`config.mk`:
```
export PLATFORM = sky130hd
export DESIGN_NAME = kara_term_gen_14bit
export DESIGN_NICKNAME = d
export VERILOG_FILES = /design/src/rtl/kara_term_gen_14bit.sv
export SDC_FILE = /design/constraint.sdc
export NUM_CORES = 1
export LEC_CHECK = 0
export ABC_CLOCK_PERIOD_IN_PS = 2500
export BUFFER_PORTS_ARGS = -buffer_cell sky130_fd_sc_hd__buf_4
export CORE_ASPECT_RATIO = 1.1
export CORE_MARGIN = 4
export CORE_UTILIZATION = 30
export DETAILED_ROUTE_END_ITERATION = 8
export HOLD_SLACK_MARGIN = 0.06
export PLACE_DENSITY_LB_ADDON = 0.05
export SETUP_SLACK_MARGIN = 0.4
export SYNTH_ARGS = -nofsm -noshare
export SYNTH_HDL_FRONTEND = slang
export SYNTH_SLANG_ARGS = --single-unit
```
`constraint.sdc`:
```
create_clock -name clk -period 2.5 [get_ports clk]
set_input_delay 0.25 -clock clk [delete_from_list [all_inputs] [get_ports clk]]
set_output_delay 0.25 -clock clk [all_outputs]
set_load 0.01 [all_outputs]
```
`src/rtl/kara_term_gen_14bit.sv`:
```
`timescale 1ns/1ps
// Karatsuba term generator: one h x h carry-less multiplier shared over S_LO/S_HI/S_MID; result valid 3 clocks after accept.
// Results are held in DONE until out_ready, and a new pair can be accepted on the retiring edge.
module kara_term_gen_14bit #(
  parameter int n = 14
) (
  input  logic         clk,
  input  logic         rst_n,
  input  logic         in_valid,
  output logic         in_ready,
  input  logic [n-1:0] a_in,
  input  logic [n-1:0] b_in,
  output logic         out_valid,
  input  logic         out_ready,
  output logic [n-2:0] t_lo,
  output logic [n-2:0] t_mid,
  output logic [n-2:0] t_hi
);

  localparam int h = n / 2;

  typedef enum logic [2:0] {IDLE, S_LO, S_HI, S_MID, DONE} state_t;

  state_t       state;
  logic [n-1:0] a_reg;
  logic [n-1:0] b_reg;
  logic [h-1:0] mul_a;
  logic [h-1:0] mul_b;
  logic [n-2:0] prod;
  logic         accept;

  assign in_ready = (state == IDLE) || ((state == DONE) && out_ready);
  assign accept   = in_valid && in_ready;

  // Operand steering for the single shared multiplier.
  always_comb begin
    mul_a = '0;
    mul_b = '0;
    case (state)
      S_LO: begin
        mul_a = a_reg[h-1:0];
        mul_b = b_reg[h-1:0];
      end
      S_HI: begin
        mul_a = a_reg[n-1:h];
        mul_b = b_reg[n-1:h];
      end
      S_MID: begin
        mul_a = a_reg[h-1:0] ^ a_reg[n-1:h];
        mul_b = b_reg[h-1:0] ^ b_reg[n-1:h];
      end
      default: begin
        mul_a = '0;
        mul_b = '0;
      end
    endcase
  end

  always_comb begin
    prod = '0;
    for (int i = 0; i < h; i++) begin
      if (mul_a[i]) begin
        prod = prod ^ ({{(n-1-h){1'b0}}, mul_b} << i);
      end
    end
  end

  always_ff @(posedge clk) begin
    if (!rst_n) begin
      state     <= IDLE;
      out_valid <= 1'b0;
      a_reg     <= '0;
      b_reg     <= '0;
      t_lo      <= '0;
      t_mid     <= '0;
      t_hi      <= '0;
    end else begin
      case (state)
        IDLE: begin
          if (accept) begin
            a_reg <= a_in;
            b_reg <= b_in;
            state <= S_LO;
          end
        end
        S_LO: begin
          t_lo  <= prod;
          state <= S_HI;
        end
        S_HI: begin
          t_hi  <= prod;
          state <= S_MID;
        end
        S_MID: begin
          // Middle term cross products = (a0^a1)(b0^b1) minus both outer terms.
          t_mid     <= prod ^ t_lo ^ t_hi;
          out_valid <= 1'b1;
          state     <= DONE;
        end
        DONE: begin
          if (out_ready) begin
            out_valid <= 1'b0;
            if (in_valid) begin
              a_reg <= a_in;
              b_reg <= b_in;
              state <= S_LO;
            end else begin
              state <= IDLE;
            end
          end
        end
        default: begin
          state     <= IDLE;
          out_valid <= 1'b0;
        end
      endcase
    end
  end

endmodule

```
==> metrics, run 1 <==
status=completed; first-pass GRT wire length=between 15 and 20 mm; Root Driver=clkbuf_16; dpl hpwl=between 7 and 8 mm; fin crit period=2.080 ns; vias in the first global route=between 3,000 and 4,000; DIE AREA=~14,000 um2; num ports=73; Hold Crit Class=in -> reg; Seq/Total Area, Yosys=37.87%; mean post-synth cell area=between 8 and 9 um2; DIE WIDTH=roughly 110 um; largest net degree at the start of global routing=32; H-tree depth=3; Max-slew headroom=roughly 70%; drt total wl=~10 mm; Slew @ Worst Pin=between 0.4 and 0.5 ns; RSZ-0062 raised after global routing=true; met2 WL=approximately 4.9 mm; final hold violations=0; total CTS buffers=9; wire length on met1=between 4 and 5 mm; max-cap check violation count=0; WHS=0.1613 ns; Startpoint Class=register; f_max=roughly 0.48 GHz; post-layout power=0.002999 W; Max Used Layer=met4; share of cells above drive strength 1=between 30% and 40%; synthesized netlist cell count=roughly 450; crit path max fanout=10; Cell variety after synth=31; overflow left after global routing=0; crit end category=register; core area=roughly 12,000 um2; Required @ worst endpoint=between 2 and 3 ns; commonest non-fill, non-tap cell in the layout=buf_4; CTS tree=yes; Register Area=around 1400 um2; kind of critical path=reg -> reg; initial drt markers=just over 80; cts hold-fix bufs=0; Synth Flop Type=dfxtp_1; cell taking the most area after synthesis=dfxtp_1; number of synthesized flops with an enable pin=0; met3 wire len=between 400 and 500 um; fillers=between 1,000 and 1,500; initial core utilization=30.92%; multi-input logic area=~2400 um2; DIE HEIGHT=125.3 um; Final Setup Violations=0; top cell type's share of synthesized area=37.87%; Sink Count=71; DR vias=3,339; Async SR Flop Fraction=0%; wire length per cell=~14 um; Clock Latency Late Sink=0.33 ns; power per cell area=560.0 nW/um2; worst vdd ir=255.5 uV; Antenna Violating Nets Remaining=0; Clock Path Buffers=2; yosys warns=0; DR vias/cell=about 4.6; area growth from synthesis to layout=42.67%; Final GP Congestion=0.8265; syn nets=roughly 500; fraction of the cycle the final worst path needs=a little over four fifths; Max Clock Skew=approximately 0.0034 ns; # DRC=0; GRT Overall Usage=between 10% and 20%; DR pass1 iterations=5; Static Leak=roughly 2.2 nW; Final Net Count=594; most frequent cells in the layout=112 x buf_4, 93 x nand2_1, 69 x dfxtp_1, 51 x a21oi_1, 50 x nand3_1; Area contributors post-synth=dfxtp_1 38%, nand2_1 11%, xnor2_1 7.9%; pins over their slew limit=0; Synth Cell Area=3754 um2; clock-pin transition on the worst setup and hold timing paths=0.06 ns; Crit path arrival time=~2.3 ns; setup TNS=0 ns; initial antenna violation count=0; n_diodes=0; cell row count=42; input/output buffers=between 70 and 80; #FFs+latches synth=71
cell families (layout without fill, tap and decap cells):
logic type / Yosys count / count (layout) / synth area share [%]
simple gates: 210 / 210 / 25.10
flops: 71 / 71 / 37.87
compound gates: 74 / 74 / 11.37
xor+xnor: 67 / 67 / 21.07
buf+inv: 32 / 144 / 4.600
layout make-up:
class	instances	share of cell area [%]
clock buffers	11	4.533
inverters	4	0.3271
flip-flops and latches	71	26.68
well taps	154	3.598
repair buffers	125	19.39
clock inverters	4	0.4206
multi-input cells	351	45.05
worst max-delay path: stages (launching register included):
cell	delay, ns
dfxtp_4	0.37
buf_12	0.15
nand2_2	0.11
xor2_4	0.20
buf_6	0.13
nand3_1	0.10
xnor2_1	0.19
xnor3_2	0.48
xnor2_1	0.16
a21oi_1	0.08
routing by layer:
layer	vias up	track usage, %
li1	1717	-
met1	1539	19.03
met2	70	23.30
met3	13	2.803
met4	0	5.730
met5	-	0
path summary, 6_finish.rpt:
| check | slack, ns | startpoint | to | cells after the start |
|---|---|---|---|---|
| worst min register to register | 0.45 | t_mid[0]$_SDFFE_PN0N_ | t_mid[0]$_SDFFE_PN0N_ | 2 |
| worst max register to register | 0.42 | state[1]$_SDFFE_PN0P_ | t_mid[6]$_SDFFE_PN0N_ | 9 |
| worst min-delay path | 0.16 | b_in[12] | b_reg[12]$_SDFFE_PN0P_ | 3 |
| worst max-delay path | 0.42 | state[1]$_SDFFE_PN0P_ | t_mid[6]$_SDFFE_PN0N_ | 9 |
cells in the mapped netlist, types with 4 or more instances:
cell type and instances:
xor2_2 12, nand2_4 7, dfxtp_1 71, buf_2 5
a211oi_1 14, xnor3_1 5, xnor2_1 34, o21ai_0 4
nor2_1 29, nand2_1 107, a21oi_1 51, clkbuf_1 18
xor2_1 13, nor3_1 5, nand3_1 53
repair_timing:
item	in CTS	in global routing
gates resized for setup	24	37
pin swaps	14	25
gates cloned	1	0
endpoints found under the setup margin	28	31
buffers inserted	9	19
through the flow:
step	worst slack, ns	cell area, um2	std cells	util, %
after global routing	0.3187	5355	720	44.11
after detailed placement	0.03101	4552	676	37.50
final	0.4199	5355	720	44.11
after floorplan	0.4555	3754	454	-
after global placement	0.06411	4552	676	37.50
after CTS	0.3946	5046	701	41.57
power breakdown:
part           internal, W  switching (W)  total [W]
clock             0.000687       0.000472    0.00116
combinational     0.000277       0.000298   0.000576
sequential         0.00120      0.0000623    0.00126
total              0.00217       0.000832    0.00300
Power figures use the tool's default switching activity.
==> run 2, diff against run 1 <==
--- a/config.mk
+++ b/config.mk
@@ -5,7 +5,7 @@
 export SDC_FILE = /design/constraint.sdc
 export NUM_CORES = 1
 export LEC_CHECK = 0
-export ABC_CLOCK_PERIOD_IN_PS = 2500
+export ABC_CLOCK_PERIOD_IN_PS = 2000
 export BUFFER_PORTS_ARGS = -buffer_cell sky130_fd_sc_hd__buf_4
 export CORE_ASPECT_RATIO = 1.1
 export CORE_MARGIN = 4
==> constraint.sdc (replaced) <==
create_clock -name clk -period 2 [get_ports clk]
set_input_delay 0.2 -clock clk [delete_from_list [all_inputs] [get_ports clk]]
set_output_delay 0.2 -clock clk [all_outputs]
set_load 0.01 [all_outputs]
==> run 2 against run 1 <==
- the flow now finishes with violations (setup timing)
- design area grew 16%
- cell count up 3.2%
- largest power group unchanged
- sequential share of layout area decreased by 3.8 points
- clock skew rose by 0.0021 ns
- utilization rose by 7.3 points
- critical path depth did not move
- worst setup slack worse by 0.53 ns
- sequential power rose by 25%
==> metrics, run 2 (synthesized netlist as in run 1, its figures left out) <==
DIE AREA=14,370 um2 (unchanged); most frequent cells in the layout=109 x buf_4, 68 x dfxtp_1, 66 x nand2_1, 39 x nand3_1, 31 x nand2_4; RSZ-0062 raised after global routing=true; Antenna Violating Nets Remaining=0 (unchanged); hold_sp=a_in[4]; DIE HEIGHT=125.3 um (unchanged); Static Leak=2.570 nW (+18%); DR vias/cell=4.812 (+3.8%); sequential share of power=38.0% (-4.2 points); Final Cell Area=6238 um2 (+16%); Required @ worst endpoint=2.22 ns (-0.49 ns); DIE WIDTH=114.7 um (unchanged); core area=12,140 um2 (unchanged); kind of critical path=reg -> reg; failing checks=setup timing; wire length per cell=15.45 um (+8.0%); CTS tree=yes; Clock Latency Late Sink=0.34 ns (about the same); worst vdd ir=468.9 uV (+84%); cts hold-fix bufs=0 (unchanged); switching power=0.001191 W (+43%); Crit path arrival time=2.33 ns (+0.04 ns); num ports=73 (unchanged); Startpoint Class=register; Final Worst Setup Slack=-0.1132 ns (-0.5332 ns); fin crit period=2.113 ns (+0.03317 ns); setup TNS=-0.6023 ns (-0.6023 ns); n_diodes=0 (unchanged); initial core utilization=30.92% (unchanged); clock power share=37.4% (-1.3 points); pre-CTS WS=-0.1629 ns (-0.1939 ns); GRT Max-Usage Layer=met2; r2r setup slk=-0.11 ns (-0.53 ns); post-layout power=0.004167 W (+39%); GRT met1 Usage=18.54% (-0.50 points); multi-input logic area=2938 um2 (+22%); area growth from synthesis to layout=66.20%; fraction of the cycle the final worst path needs=105.7% (+22 points); max-cap check violation count=0 (unchanged); Final Net Count=616 (+3.7%); Final GP Congestion=0.8952 (+8.3%); GRT met3 Usage=3.818% (+1.0 points); overflow left after global routing=0 (unchanged); dpl hpwl=7.284 mm (+0.77%); Switching Fraction=28.57% (+0.82 points); largest net degree at the start of global routing=45 (+41%); Final Setup Violations=17 (+17); WHS=0.1002 ns (-0.06102 ns); power per cell area=668.0 nW/um2 (+19%); Clock Path Buffers=2 (unchanged); Reg-to-Reg End=t_mid[6]$_SDFFE_PN0N_; sink of the worst hold path=a_reg[4]$_SDFFE_PN0P_; Max-slew headroom=60.65% (-11 points); combinational fraction of design power=24.6% (+5.4 points); cell row count=42 (unchanged); Placed Instance Area=4840 um2 (+6.3%); # DRC=0 (unchanged); met2 GRT Util=21.75% (-1.5 points); Root Driver=clkbuf_16; drt total wl=11.48 mm (+11%); input/output buffers=72 (unchanged); vias in the first global route=3,200 (-2.4%); share of cells above drive strength 1=53.48% (+17 points); status=complete, but fails checks; total CTS buffers=9 (unchanged); GRT Overall Usage=14.10% (-0.39 points); Int Pwr=0.002977 W (+37%); f_max=0.4732 GHz (-1.6%); fillers=1,131 (-10%); Slew @ Worst Pin=0.5894 ns (+0.1579 ns); H-tree depth=3 (unchanged); Hold Crit Class=in -> reg; DR vias=3,575 (+7.1%); Max Clock Skew=0.005537 ns (+0.002146 ns); pins over their slew limit=0 (unchanged); first-pass GRT wire length=16.03 mm (-4.2%); initial drt markers=141 (+72%); Reg2Reg Depth=9 (unchanged); Register Area=1430 um2 (about the same); final hold violations=0 (unchanged); clock-pin transition on the worst setup and hold timing paths=0.06 ns (about the same); R2R Path Start=state[0]$_SDFFE_PN0P_; hold path cells=3 (unchanged); DR pass1 iterations=4 (-1); crit end category=register; initial antenna violation count=0 (unchanged); crit path max fanout=6 (-4); Sink Count=71 (unchanged); commonest non-fill, non-tap cell in the layout=buf_4
## run 2: changes by cell type in the layout (fill, tap and decap cells not counted), moves of 5 or more
| cell | delta |
|---|---|
| a21oi_1 | -30 |
| nand3_2 | +7 |
| clkbuf_16 | +5 |
| nand2_1 | -27 |
| nand3_1 | -11 |
| a21oi_2 | +30 |
| nand2_4 | +24 |
| a211oi_2 | +7 |
| a211oi_1 | -7 |
| buf_6 | +18 |
## run 2: cell type report
type                    count  share of cell area [%]
clock buffers              14                   4.553
clock inverters             2                  0.2006
well taps                 154                   3.089
multi-input cells         351                   47.09
flip-flops and latches     71                   22.92
repair buffers            147                   21.90
inverters                   4                  0.2407
## run 2: routing by layer
layer | vias to the layer above | wire length [um]
li1 | 1777 | -
met1 | 1695 | 5026
met2 | 81 | 5689
met3 | 22 | 499
met4 | 0 | 263
met5 | - | 0
## run 2: critical path, cell delays in order, from the launching register on
cell	delay [ns]
dfxtp_4	0.36
clkbuf_16	0.17
buf_6	0.12
nand2_4	0.08
xor2_4	0.19
nand3_1	0.16
xnor2_2	0.19
xnor3_2	0.48
xnor2_1	0.15
a21oi_1	0.08
## run 2: power groups by stage
stage | clock network (W) | registers, W | logic [W]
6_report | 0.00156 | 0.00158 | 0.00103
5_1_grt | 0.00164 | 0.00159 | 0.00110
4_1_cts | 0.00160 | 0.00158 | 0.000678
3_5_place_dp | 0 | 0.00161 | 0.000656
3_3_place_gp | 0 | 0.00161 | 0.000651
2_1_floorplan | 0 | 0.00160 | 0.000403
## run 2: timing repair
item,in CTS,in global routing
cloned,0,7
gates resized for setup,14,168
endpoints found under the hold margin,0,0
setup buffers,8,22
setup endpoints to repair,68,68
pin swaps,16,42
## run 2: worst max path at each step
stage | endpoint | depth (start not counted) | startpoint
global route | t_mid[6]$_SDFFE_PN0N_ | 9 | state[0]$_SDFFE_PN0P_
floorplan | t_mid[7]$_SDFFE_PN0N_ | 9 | state[1]$_SDFFE_PN0P_
detailed placement | t_mid[7]$_SDFFE_PN0N_ | 8 | state[0]$_SDFFE_PN0P_
CTS | t_mid[7]$_SDFFE_PN0N_ | 9 | state[0]$_SDFFE_PN0P_
finish | t_mid[6]$_SDFFE_PN0N_ | 9 | state[0]$_SDFFE_PN0P_
global placement | t_mid[6]$_SDFFE_PN0N_ | 7 | state[1]$_SDFFE_PN0P_
## run 2: through the flow
stage / std cells / util [%]
4_1_cts: 714 / 43.30
3_3_place_gp: 690 / 39.87
2_1_floorplan: 454 / -
6_report: 743 / 51.39
3_5_place_dp: 690 / 39.87
5_1_grt: 743 / 51.39
